--- src/rtl/onn_pkg.sv ---
// Shared types for the oscillator neuron bank: run-control FSM states and the
// shortest-direction phase step rule used by every neuron.
package onn_pkg;

  typedef enum logic [2:0] {
    StIdle,
    StLoad,
    StRun,
    StConverged,
    StTimeout
  } onn_state_e;

  typedef enum logic [1:0] {
    StepHold,
    StepUp,
    StepDown
  } step_e;

  // d is (capture - phase) mod 2^pw; a tie at half a period steps up.
  function automatic step_e phase_step(input logic seen, input int unsigned d,
                                       input int unsigned pw);
    if (!seen || d == 0) return StepHold;
    if (d <= (32'd1 << (pw - 1))) return StepUp;
    return StepDown;
  endfunction

endpackage

--- src/rtl/neuron_bank_param_if.sv ---
// Control and data bundle between a neuron bank and whatever drives it.
interface neuron_bank_param_if #(
    parameter int unsigned N  = 15,
    parameter int unsigned PW = 4,
    parameter int unsigned CW = 7
);
    logic            start;
    logic            tick;
    logic [N-1:0]    nin;
    logic [N*PW-1:0] phase_in;
    logic [N-1:0]    nout;
    logic [N*PW-1:0] phi_out;
    logic [N-1:0]    state_changed;
    logic            busy;
    logic            converged;
    logic            timeout;
    logic [CW-1:0]   period_cnt;

    modport master (
        output start, tick, nin, phase_in,
        input  nout, phi_out, state_changed, busy, converged, timeout, period_cnt
    );

    modport slave (
        input  start, tick, nin, phase_in,
        output nout, phi_out, state_changed, busy, converged, timeout, period_cnt
    );
endinterface

--- src/rtl/onn_phase_neuron.sv ---
// One phase oscillator: holds its phase, captures the first input edge per
// period and nudges its phase one step toward it at each period boundary.
module onn_phase_neuron
    import onn_pkg::*;
#(
    parameter int unsigned PW = 4
) (
    input  logic          clk_i,
    input  logic          rst_ni,
    input  logic          load_i,
    input  logic          run_i,
    input  logic          tick_i,
    input  logic          boundary_i,
    input  logic          run_nxt_i,
    input  logic [PW-1:0] gcnt_i,
    input  logic [PW-1:0] gcnt_nxt_i,
    input  logic          nin_i,
    input  logic [PW-1:0] phase_in_i,
    output logic [PW-1:0] phi_o,
    output logic          nout_o,
    output logic          state_changed_o,
    output logic          moved_o
);

    logic [PW-1:0] phi_q, phi_d, phi_step, cap_q, cap_eff, d, diff_nxt;
    logic          nin_q, seen_q, seen_eff, rise, nout_q, sc_q;
    step_e         step;

    always_comb begin
        rise     = run_i & tick_i & nin_i & ~nin_q;
        seen_eff = seen_q | rise;
        // An edge on the boundary cycle still counts for the ending period.
        cap_eff  = (rise & ~seen_q) ? gcnt_i : cap_q;
        d        = cap_eff - phi_q;
        step     = phase_step(seen_eff, 32'(d), PW);
        unique case (step)
            StepUp:   phi_step = phi_q + 1'b1;
            StepDown: phi_step = phi_q - 1'b1;
            default:  phi_step = phi_q;
        endcase
        moved_o = boundary_i & (step != StepHold);
        if (load_i) begin
            phi_d = phase_in_i;
        end else if (boundary_i) begin
            phi_d = phi_step;
        end else begin
            phi_d = phi_q;
        end
        // High for the first half of each period, measured from the neuron's phase.
        diff_nxt = gcnt_nxt_i - phi_d;
    end

    always_ff @(posedge clk_i or negedge rst_ni) begin
        if (!rst_ni) begin
            phi_q  <= '0;
            cap_q  <= '0;
            seen_q <= 1'b0;
            nin_q  <= 1'b0;
            nout_q <= 1'b0;
            sc_q   <= 1'b0;
        end else begin
            phi_q  <= phi_d;
            nout_q <= run_nxt_i & ~diff_nxt[PW-1];
            if (tick_i) nin_q <= nin_i;
            if (load_i) begin
                cap_q  <= '0;
                seen_q <= 1'b0;
                sc_q   <= 1'b0;
            end else if (boundary_i) begin
                cap_q  <= '0;
                seen_q <= 1'b0;
                sc_q   <= moved_o;
            end else if (rise & ~seen_q) begin
                cap_q  <= gcnt_i;
                seen_q <= 1'b1;
            end
        end
    end

    assign phi_o           = phi_q;
    assign nout_o          = nout_q;
    assign state_changed_o = sc_q;

endmodule

--- src/rtl/neuron_bank_param.sv ---
// Grid of coupled phase oscillators sharing one phase counter; runs until the
// phases stop moving for a number of periods or a period limit is hit.
module neuron_bank_param
    import onn_pkg::*;
#(
    parameter int unsigned ROWS           = 3,
    parameter int unsigned COLS           = 5,
    parameter int unsigned PW             = 4,
    parameter int unsigned STABLE_PERIODS = 3,
    parameter int unsigned MAX_PERIODS    = 64
) (
    input  logic                sclk,
    input  logic                rst_n,
    neuron_bank_param_if.slave  bus
);

    localparam int unsigned N  = ROWS * COLS;
    localparam int unsigned CW = $clog2(MAX_PERIODS + 1);
    localparam int unsigned SW = $clog2(STABLE_PERIODS + 1);

    onn_state_e      state_q;
    logic [PW-1:0]   gcnt_q, gcnt_nxt;
    logic [CW-1:0]   period_cnt_q, period_nxt;
    logic [SW-1:0]   stable_q, stable_nxt;
    logic            busy_q, converged_q, timeout_q;
    logic            load, in_run, boundary, conv_hit, tout_hit, run_nxt, any_moved;
    logic [N-1:0]    moved, nout_w, sc_w;
    logic [N*PW-1:0] phi_w;

    always_comb begin
        load       = bus.start & (state_q != StLoad);
        in_run     = (state_q == StRun);
        boundary   = in_run & bus.tick & (gcnt_q == '1);
        any_moved  = |moved;
        period_nxt = period_cnt_q + 1'b1;
        stable_nxt = any_moved ? '0 : stable_q + 1'b1;
        conv_hit   = boundary & (stable_nxt == SW'(STABLE_PERIODS));
        tout_hit   = boundary & ~conv_hit & (period_nxt == CW'(MAX_PERIODS));
        if (load) begin
            gcnt_nxt = '0;
        end else if (in_run & bus.tick) begin
            gcnt_nxt = gcnt_q + 1'b1;
        end else begin
            gcnt_nxt = gcnt_q;
        end
        run_nxt = ~load & ((state_q == StLoad) | (in_run & ~conv_hit & ~tout_hit));
    end

    always_ff @(posedge sclk or negedge rst_n) begin
        if (!rst_n) begin
            state_q      <= StIdle;
            gcnt_q       <= '0;
            period_cnt_q <= '0;
            stable_q     <= '0;
            busy_q       <= 1'b0;
            converged_q  <= 1'b0;
            timeout_q    <= 1'b0;
        end else if (load) begin
            state_q      <= StLoad;
            gcnt_q       <= '0;
            period_cnt_q <= '0;
            stable_q     <= '0;
            busy_q       <= 1'b1;
            converged_q  <= 1'b0;
            timeout_q    <= 1'b0;
        end else begin
            case (state_q)
                StLoad: begin
                    state_q <= StRun;
                    busy_q  <= 1'b1;
                end
                StRun: begin
                    gcnt_q <= gcnt_nxt;
                    if (boundary) begin
                        period_cnt_q <= period_nxt;
                        stable_q     <= stable_nxt;
                        if (conv_hit) begin
                            state_q     <= StConverged;
                            busy_q      <= 1'b0;
                            converged_q <= 1'b1;
                        end else if (tout_hit) begin
                            state_q   <= StTimeout;
                            busy_q    <= 1'b0;
                            timeout_q <= 1'b1;
                        end
                    end
                end
                default: ;
            endcase
        end
    end

    for (genvar i = 0; i < N; i++) begin : g_neuron
        onn_phase_neuron #(
            .PW(PW)
        ) u_neuron (
            .clk_i           (sclk),
            .rst_ni          (rst_n),
            .load_i          (load),
            .run_i           (in_run),
            .tick_i          (bus.tick),
            .boundary_i      (boundary),
            .run_nxt_i       (run_nxt),
            .gcnt_i          (gcnt_q),
            .gcnt_nxt_i      (gcnt_nxt),
            .nin_i           (bus.nin[i]),
            .phase_in_i      (bus.phase_in[PW*i +: PW]),
            .phi_o           (phi_w[PW*i +: PW]),
            .nout_o          (nout_w[i]),
            .state_changed_o (sc_w[i]),
            .moved_o         (moved[i])
        );
    end

    assign bus.nout          = nout_w;
    assign bus.phi_out       = phi_w;
    assign bus.state_changed = sc_w;
    assign bus.busy          = busy_q;
    assign bus.converged     = converged_q;
    assign bus.timeout       = timeout_q;
    assign bus.period_cnt    = period_cnt_q;

endmodule
--- src/flat_wrapper.sv ---
// flat-port wrapper written by rule: the top's interface ports become plain ports
module neuron_bank_param_flat import onn_pkg::*;
#(
    parameter int unsigned ROWS           = 3,
    parameter int unsigned COLS           = 5,
    parameter int unsigned PW             = 4,
    parameter int unsigned STABLE_PERIODS = 3,
    parameter int unsigned MAX_PERIODS    = 64
)
  (sclk, rst_n, bus_start, bus_tick, bus_nin, bus_phase_in, bus_nout, bus_phi_out, bus_state_changed, bus_busy, bus_converged, bus_timeout, bus_period_cnt);
  neuron_bank_param_if #(.PW(PW)) bus_i ();
  input  logic sclk;
  input  logic rst_n;
  input wire logic [$bits(bus_i.start)-1:0] bus_start;
  input wire logic [$bits(bus_i.tick)-1:0] bus_tick;
  input wire logic [$bits(bus_i.nin)-1:0] bus_nin;
  input wire logic [$bits(bus_i.phase_in)-1:0] bus_phase_in;
  output wire logic [$bits(bus_i.nout)-1:0] bus_nout;
  output wire logic [$bits(bus_i.phi_out)-1:0] bus_phi_out;
  output wire logic [$bits(bus_i.state_changed)-1:0] bus_state_changed;
  output wire logic [$bits(bus_i.busy)-1:0] bus_busy;
  output wire logic [$bits(bus_i.converged)-1:0] bus_converged;
  output wire logic [$bits(bus_i.timeout)-1:0] bus_timeout;
  output wire logic [$bits(bus_i.period_cnt)-1:0] bus_period_cnt;
  assign bus_i.start = bus_start;
  assign bus_i.tick = bus_tick;
  assign bus_i.nin = bus_nin;
  assign bus_i.phase_in = bus_phase_in;
  assign bus_nout = bus_i.nout;
  assign bus_phi_out = bus_i.phi_out;
  assign bus_state_changed = bus_i.state_changed;
  assign bus_busy = bus_i.busy;
  assign bus_converged = bus_i.converged;
  assign bus_timeout = bus_i.timeout;
  assign bus_period_cnt = bus_i.period_cnt;
  neuron_bank_param #(.ROWS(ROWS), .COLS(COLS), .PW(PW), .STABLE_PERIODS(STABLE_PERIODS), .MAX_PERIODS(MAX_PERIODS)) u_core (.sclk(sclk), .rst_n(rst_n), .bus(bus_i));
endmodule
--- config.mk ---
export PLATFORM = sky130hd
export DESIGN_NAME = neuron_bank_param_flat
export DESIGN_NICKNAME = d
export VERILOG_FILES = /design/src/rtl/onn_pkg.sv /design/src/rtl/neuron_bank_param_if.sv /design/src/rtl/onn_phase_neuron.sv /design/src/rtl/neuron_bank_param.sv /design/src/flat_wrapper.sv
export SDC_FILE = /design/constraint.sdc
export NUM_CORES = 1
export LEC_CHECK = 0
export ABC_CLOCK_PERIOD_IN_PS = 14600
export BUFFER_PORTS_ARGS = -buffer_cell sky130_fd_sc_hd__clkbuf_2
export CORE_UTILIZATION = 40
export CTS_CLUSTER_SIZE = 20
export DETAILED_ROUTE_END_ITERATION = 10
export GPL_TIMING_DRIVEN = 0
export HOLD_SLACK_MARGIN = 0.03
export PLACE_DENSITY = 0.63
export SYNTH_ARGS = -nofsm -noshare
export SYNTH_HDL_FRONTEND = slang
export SYNTH_HIERARCHICAL = 1
export SYNTH_SLANG_ARGS = --single-unit
--- constraint.sdc ---
create_clock -name sclk -period 14.6 [get_ports sclk]
set_input_delay 2.19 -clock sclk [delete_from_list [all_inputs] [get_ports sclk]]
set_output_delay 2.19 -clock sclk [all_outputs]
set_load 0.01 [all_outputs]
==> flow_metrics.tcl, run 1 <==
set metrics [dict create \
    layout.cells.non_filler 2302 \
    num_io_pins 179 \
    crit_path_cell_trace "clkbuf_2, nand4b_1, nor2_1, mux2_2, ha_1, a21oi_1, a21boi_0, a211o_1, and2_2, xor2_1, o21ai_0, ha_1, nor2b_1, nor3_1, nand4_1, o221ai_1, nand2_2, buf_12, nand2b_1, mux2i_1" \
    r2r_start "u_core/state_q[0]$_DFFE_PN0P_" \
    period_needed_ns 7.268 \
    rrSetupSlack_ns 8.57 \
    gr-total-overflow 0 \
    yosysTopAreaCellShare_pct 32.59 \
    ctsHoldBuffers 0 \
    crit_buf_inv 2 \
    maxSlewHeadroom_pct 25.28 \
    initial_core_util_pct 40.57 \
    ir_drop_mv 0.09647 \
    num_rows 71 \
    grt_max_degree 83 \
    final_hold_viol_count 0 \
    core-area_mm2 0.03767 \
    drtPass1Iterations 5 \
    worst-path-max-fanout 46 \
    synthFlopType "dfrtp_1" \
    fmax_mhz 137.6 \
    drt-vias-per-instance 5.344 \
    status "finished, final reports clean" \
    syn_area_per_cell_um2 9.721 \
    layout_common_cells "198 x dfrtp_1, 177 x clkbuf_2, 136 x inv_1" \
    min_from "u_core/stable_q[1]$_DFFE_PN0P_" \
    hold_depth 1 \
    seq_area_frac_synth_pct 32.59 \
    cts_root_buffer "clkbuf_16" \
    path_delay_family "simple AND/OR/NAND/NOR gates" \
    dp_hpwl_um 29290 \
    slew_violations 0 \
    grt_pass1_wl_um 65950 \
    r2r_cells 21 \
    ant_nets 0 \
    cts_tree "done" \
    die_h_um 197.5 \
    rsz0062_at_grt "no" \
    routedWlPerCell_um 17.69 \
    critPathSlowestCell "clkbuf_2" \
    dieWidth_um 197.5 \
    crit_required_ns 14.94 \
    die-area_mm2 0.03899 \
    syn2layout_area_growth_pct 15.41 \
    cts_buffers 17 \
    worst_setup_path_start_kind "input pin" \
    dp.cells 2270 \
    synth_cell_types 59 \
    vias 12300 \
    layout-drive-gt1-share_pct 20.83 \
    post_cts_resized 0 \
    drc 0 \
    wl_um 40730 \
    ys_warn_count 6 \
    clockBufferDepth 2 \
    cpPeakStageDelay_ns 0.80 \
    p_per_area_mw_per_mm2 149.3 \
    ys_async_sr_fraction_pct 100.0 \
    cp.arrival_ns 7.61 \
    path_common_cell "ha_1" \
    syn-num-nets 1804 \
    diodes 0 \
    clk_latency_ns 0.46 \
    syn_inst 1572 \
    worstHoldEndpoint "u_core/stable_q[1]$_DFFE_PN0P_" \
    cts_setup_buffers 0 \
    path_class "input pin to register" \
    r2r_end "u_core/g_neuron[14].u_neuron/nout_o$_DFF_PN0_" \
    post-route-util_pct 46.82 \
    htreeDepth 4 \
    netlist.top_cell.by_area "dfrtp_1" \
    grt_usage_pct 21.80 \
    finClkSkew_ns 0.01212 \
    mostFrequentLayoutCell "dfrtp_1" \
    cap_violations 0 \
    grt_pass1_vias 12360 \
    drt-initial-drc-count 527 \
    portBuffers 178 \
    fin_setup_tns_ns 0 \
    hp-class "register to register" \
    synth_edf_count 0 \
    cts.reportedPaths.clkPinSlew_ns 0.08 \
    min_period_over_period_pct 49.78 \
    post_synth_main_area_contributors "dfrtp_1 33%, ha_1 10%, mux2i_1 4.0%" \
    syn-cell-area_mm2 0.01528 \
    finalNetCount 2010 \
    globalplace.congestion 0.8070 \
    ys_ff_latch 199 \
    finalSetupViolCount 0 \
    worst_pin_slew_ns 1.121 \
    antenna_found_initial 1 \
    critical_path.endpoint_type "register" \
    cts_sinks 199 \
    leakage_nw 8.316 \
]
==> through the flow <==
stage	worst slack [ns]	area (um2)	power, W	hold slack [ns]
finish	7.332	17640	0.002634	0.4959
detailed placement	6.691	17050	0.002166	0.4811
global placement	4.889	16810	0.002096	0.4776
floorplan	8.445	15280	0.001740	0.4640
global route	6.727	17640	0.002865	0.5135
CTS	7.165	17640	0.002664	0.4990
==> worst register-to-register path: stages, from the launching register on <==
cell      delay, ns
dfrtp_1        0.44
nor3b_2        0.70
buf_6          0.27
nand4b_1       0.14
nor2_1         0.32
mux2_2         0.39
ha_1           0.33
a21oi_1        0.18
a21boi_0       0.13
a211o_1        0.33
and2_2         0.21
xor2_1         0.15
o21ai_0        0.08
ha_1           0.17
nor2b_1        0.10
nor3_1         0.56
nand4_1        0.36
o221ai_1       0.30
nand2_2        0.32
buf_12         0.29
nand2b_1       0.09
mux2i_1        0.06
==> area by class of cell <==
| class | instances | area, um2 |
|---|---|---|
| buffer | 32 | 127.6 |
| clock buffer | 23 | 498.0 |
| clock inverter | 9 | 86.33 |
| fill | 3644 | 20030 |
| inverter | 137 | 514.2 |
| multi-input combinational | 1204 | 9696 |
| sequential | 199 | 4981 |
| tap | 511 | 639.4 |
| timing repair buffer | 187 | 1095 |
==> where the power goes <==
part	leakage [nW]	internal [W]	total, W	switching [W]
combinational	5.47	0.000609	0.00135	0.000742
clock	0.286	0.000259	0.000484	0.000225
sequential	2.56	0.000654	0.000800	0.000145
==> state kept, by name (all words and copies together) (netlist names) <==
signal and cells:
u_core/state_q 3, u_core/stable_q 2, u_core/g_neuron.u_neuron/cap_q 60, u_core/g_neuron.u_neuron/seen_q 15, u_core/bus.timeout 1, u_core/g_neuron.u_neuron/state_changed_o 15, u_core/gcnt_q 4, u_core/g_neuron.u_neuron/nin_q 15
u_core/g_neuron.u_neuron/nout_o 15, u_core/bus.period_cnt 7, u_core/bus.busy 1, u_core/g_neuron.u_neuron/phi_o 60, u_core/bus.converged 1
==> metal layers <==
layer	GRT usage [%]	vias to the layer above	part of all wire, %
met1	29.55	6042	48
met5	0	-	0.029
met2	35.90	212	47
met4	6.058	2	1.5
li1	-	6013	-
met3	3.398	33	3.7
==> worst max-delay path by stage <==
stage | start | endpoint | slack (ns) | cells past startpoint
floorplan | bus_tick | u_core/g_neuron[3].u_neuron/nout_o$_DFF_PN0_ | 8.44 | 20
global placement | u_core/state_q[2]$_DFFE_PN0P_ | u_core/g_neuron[8].u_neuron/nout_o$_DFF_PN0_ | 4.89 | 19
detailed placement | bus_tick | u_core/g_neuron[8].u_neuron/nout_o$_DFF_PN0_ | 6.69 | 20
CTS | bus_tick | u_core/g_neuron[14].u_neuron/nout_o$_DFF_PN0_ | 7.17 | 20
global route | bus_tick | u_core/g_neuron[4].u_neuron/nout_o$_DFF_PN0_ | 6.73 | 21
finish | bus_tick | u_core/g_neuron[14].u_neuron/nout_o$_DFF_PN0_ | 7.33 | 20
==> Yosys cell counts, drive strengths merged (16+ instances only) <==
| cell | number |
|---|---|
| o21ba | 16 |
| nand2 | 86 |
| ha | 123 |
| nor2b | 50 |
| nor3b | 16 |
| fa | 30 |
| and4b | 16 |
| a21o | 46 |
| dfrtp | 199 |
| nor3 | 63 |
| and3 | 16 |
| nand2b | 48 |
| clkbuf | 30 |
| nor2 | 92 |
| a211oi | 32 |
| a21boi | 30 |
| and2 | 16 |
| nand3b | 46 |
| mux2i | 61 |
| and3b | 30 |
| o21ai | 54 |
| mux2 | 45 |
| inv | 137 |
| xor2 | 64 |
| a21oi | 95 |
==> cells by family (layout without fill, tap and decap cells) <==
group | Yosys count | in the layout | synth area share (%)
XOR/XNOR | 65 | 65 | 3.725
AND/OR/NAND/NOR | 523 | 523 | 21.05
flip-flops | 199 | 199 | 32.59
buffers and inverters | 169 | 388 | 4.184
AO/OA/AOI/OAI | 357 | 357 | 17.14
adder cells (fa/ha/maj) | 153 | 153 | 14.00
multiplexers | 106 | 106 | 7.311
No activity file was read; power rests on OpenSTA's default activity.
==> inputs of run 2 (changes only) <==
--- a/config.mk
+++ b/config.mk
@@ -5,7 +5,8 @@
 export SDC_FILE = /design/constraint.sdc
 export NUM_CORES = 1
 export LEC_CHECK = 0
-export ABC_CLOCK_PERIOD_IN_PS = 14600
+export ABC_AREA = 1
+export ABC_CLOCK_PERIOD_IN_PS = 7100
 export BUFFER_PORTS_ARGS = -buffer_cell sky130_fd_sc_hd__clkbuf_2
 export CORE_UTILIZATION = 40
 export CTS_CLUSTER_SIZE = 20
==> constraint.sdc (replaced) <==
create_clock -name sclk -period 7.1 [get_ports sclk]
set_input_delay 1.065 -clock sclk [delete_from_list [all_inputs] [get_ports sclk]]
set_output_delay 1.065 -clock sclk [all_outputs]
set_load 0.01 [all_outputs]
==> run 2 against run 1 <==
Against the previous run:
- area after synthesis grew 5.4%
- register-to-register slack lost 7.4 ns
- cell count grew 22%
- critical path depth grew 6
- critical path type unchanged
- largest power group unchanged
==> flow_metrics.tcl, run 2 <==
set metrics [dict create \
    worst-path-max-fanout 31 \
    intPower_w 0.002546 \
    ctsHoldBuffers 0 \
    syn_area_per_cell_um2 7.815 \
    layout_common_cells "410 x inv_1, 302 x nand2_1, 199 x dfrtp_1" \
    syn-cell-area_mm2 0.01611 \
    layout-drive-gt1-share_pct 25.64 \
    syn_inst 2062 \
    fin_area_mm2 0.01841 \
    globalplace.congestion 0.8473 \
    num_rows 73 \
    synth_edf_count 0 \
    worst_pin_slew_ns 1.374 \
    syn2layout_area_growth_pct 14.25 \
    crit_required_ns 7.49 \
    cts_setup_buffers 0 \
    p_switching_w 0.001913 \
    yosysMostFrequentCell "inv_1" \
    die_h_um 202.7 \
    rsz0062_at_grt "no" \
    drtPass1Iterations 5 \
    fillers 3939 \
    ys_ff_latch 199 \
    ir_drop_mv 0.1803 \
    pwr-share-comb_pct 44.5 \
    rrSetupSlack_ns 1.21 \
    worstSetupEndpoint "u_core/g_neuron[2].u_neuron/nout_o$_DFF_PN0_" \
    netlist.top_cell.by_area "dfrtp_1" \
    vias 13700 \
    clockBufferDepth 2 \
    grt_pass1_vias 13320 \
    critical_path.endpoint_type "register" \
    synthFlopType "dfrtp_1" \
    gr-total-overflow 0 \
    cap_violations 0 \
    finalSetupViolCount 0 \
    fin_setup_tns_ns 0 \
    htreeDepth 4 \
    grt_usage_pct 20.45 \
    mostFrequentLayoutCell "inv_1" \
    wl_um 40420 \
    drt-initial-drc-count 615 \
    final_hold_viol_count 0 \
    cts_sinks 199 \
    p_total_w 0.004459 \
    dieWidth_um 202.7 \
    postPlaceCellArea_mm2 0.01783 \
    seq_area_frac_synth_pct 30.90 \
    cts_buffers 17 \
    clk_latency_ns 0.46 \
    cts.reportedPaths.clkPinSlew_ns 0.08 \
    drc 0 \
    finClkSkew_ns 0.01164 \
    dp_hpwl_um 30390 \
    cp.arrival_ns 6.63 \
    grt_pass1_wl_um 66520 \
    die-area_mm2 0.04109 \
    r2r_start "u_core/state_q[0]$_DFFE_PN0P_" \
    routedWlPerCell_um 14.42 \
    post-route-util_pct 46.34 \
    antenna_found_initial 1 \
    portBuffers 178 \
    switching_share_pct 42.90 \
    seqPwrFrac_pct 33.1 \
    initial_core_util_pct 40.56 \
    fmax_mhz 160.3 \
    drt-vias-per-instance 4.887 \
    path_class "input pin to register" \
    syn-num-nets 2294 \
    min_period_over_period_pct 87.85 \
    yosysTopAreaCellShare_pct 30.90 \
    grt_max_degree 98 \
    maxSlewHeadroom_pct 8.395 \
    cts_tree "done" \
    hp-class "input pin to asynchronous set/reset pin" \
    status "finished, final reports clean" \
    cts_root_buffer "clkbuf_16" \
    ys_async_sr_fraction_pct 100.0 \
    leakage_nw 9.855 \
    synth_cell_types 42 \
    core-area_mm2 0.03973 \
    p_per_area_mw_per_mm2 242.2 \
    ys_warn_count 6 \
    post_synth_main_area_contributors "dfrtp_1 31%, inv_1 9.6%, ha_1 9.6%" \
    r2r_cells 28 \
    slew_violations 0 \
    netlist_top_cells_count "411 x inv_1, 302 x nand2_1, 199 x dfrtp_1" \
    worst_setup_path_start_kind "input pin" \
    pwr-share-clk_pct 22.4 \
    cp-startpoint "bus_tick" \
    r2r_end "u_core/g_neuron[2].u_neuron/nout_o$_DFF_PN0_" \
    ant_nets 0 \
    num_io_pins 179 \
    post_cts_resized 0 \
    finalNetCount 2497 \
    period_needed_ns 6.238 \
]
## run 2: changes by cell type in the layout (fill, tap and decap cells not counted), sizes merged, moves of 60 or more
cell	delta
inv	+344
nand2	+329
nand3	+128
nor2	+107
nor3	-60
o21ai	+74
## run 2: cell type report
class,count,area [um2],share of cell area [%]
multi-input cells,1374,9309,50.56
flip-flops and latches,199,4980,27.05
inverters,488,1848,10.04
repair buffers,184,1023,5.559
well taps,525,656.9,3.568
clock buffers,19,432.9,2.351
clock inverters,13,146.4,0.7952
plain buffers,1,11.26,0.06117
diodes,1,2.502,0.01359
## run 2: power by group through the flow
stage / Clock [W] / Sequential, W / Combinational, W
after floorplan: 0 / 0.00149 / 0.00140
after global placement: 0 / 0.00150 / 0.00190
after detailed placement: 0 / 0.00150 / 0.00199
after CTS: 0.00104 / 0.00148 / 0.00200
after global routing: 0.00108 / 0.00150 / 0.00225
final: 0.00100 / 0.00147 / 0.00198
## run 2: worst max-delay path, stage by stage
cell and delay, ns:
clkbuf_2 0.77, nand2_2 0.20, clkinv_2 0.11, nand3_4 0.10, inv_1 0.12, nand2_1 0.06
o21ai_0 0.15, inv_1 0.12, fa_1 0.41, a21boi_0 0.17, o211ai_1 0.22, o21ai_0 0.31
a21o_2 0.14, ha_1 0.14, nor2_1 0.07, nor2_1 0.21, nand2_1 0.14, nor2_1 0.32
nand3_1 0.23, nand2_1 0.14, nor2_2 0.04, nand2_2 0.09, nand2_4 0.06, nand2_1 0.94
inv_1 0.13, a21oi_2 0.16
## run 2: metrics by stage
step,setup slack (ns),hold WS [ns],std cells
4_1_cts,0.8393,0.4611,2803
6_report,0.8624,0.4735,2804
3_5_place_dp,0.3644,0.4723,2771
2_1_floorplan,2.590,0.4910,2062
5_1_grt,0.4470,0.4674,2804
3_3_place_gp,-0.06318,0.4781,2765
## run 2: cell families after synthesis
group | after synthesis | share of synthesized area [%]
AO/OA/AOI/OAI | 318 | 12.24
XOR/XNOR | 33 | 1.794
adder cells (fa/ha/maj) | 153 | 13.28
buffers and inverters | 489 | 11.54
flip-flops | 199 | 30.90
multiplexers | 15 | 0.9317
AND/OR/NAND/NOR | 855 | 29.32
## run 2: how the worst min path moves through the flow
stage / to / slack (ns) / cells after the start
CTS: u_core/g_neuron[0].u_neuron/nout_o$_DFF_PN0_ / 0.46 / 1
detailed placement: u_core/bus.busy$_DFFE_PN0P_ / 0.47 / 2
global placement: u_core/bus.busy$_DFFE_PN0P_ / 0.48 / 2
finish: u_core/g_neuron[0].u_neuron/nout_o$_DFF_PN0_ / 0.47 / 1
global route: u_core/g_neuron[0].u_neuron/nout_o$_DFF_PN0_ / 0.47 / 1
floorplan: u_core/g_neuron[0].u_neuron/cap_q[0]$_DFF_PN0_ / 0.49 / 2
## run 2: layer usage
layer | global-route usage (%) | wire length [um] | vias to the layer above
met1 | 26.54 | 18640 | 6415
met3 | 3.018 | 1457 | 46
li1 | - | - | 7003
met5 | 0 | 0 | -
met4 | 7.009 | 952 | 0
met2 | 34.64 | 19380 | 240
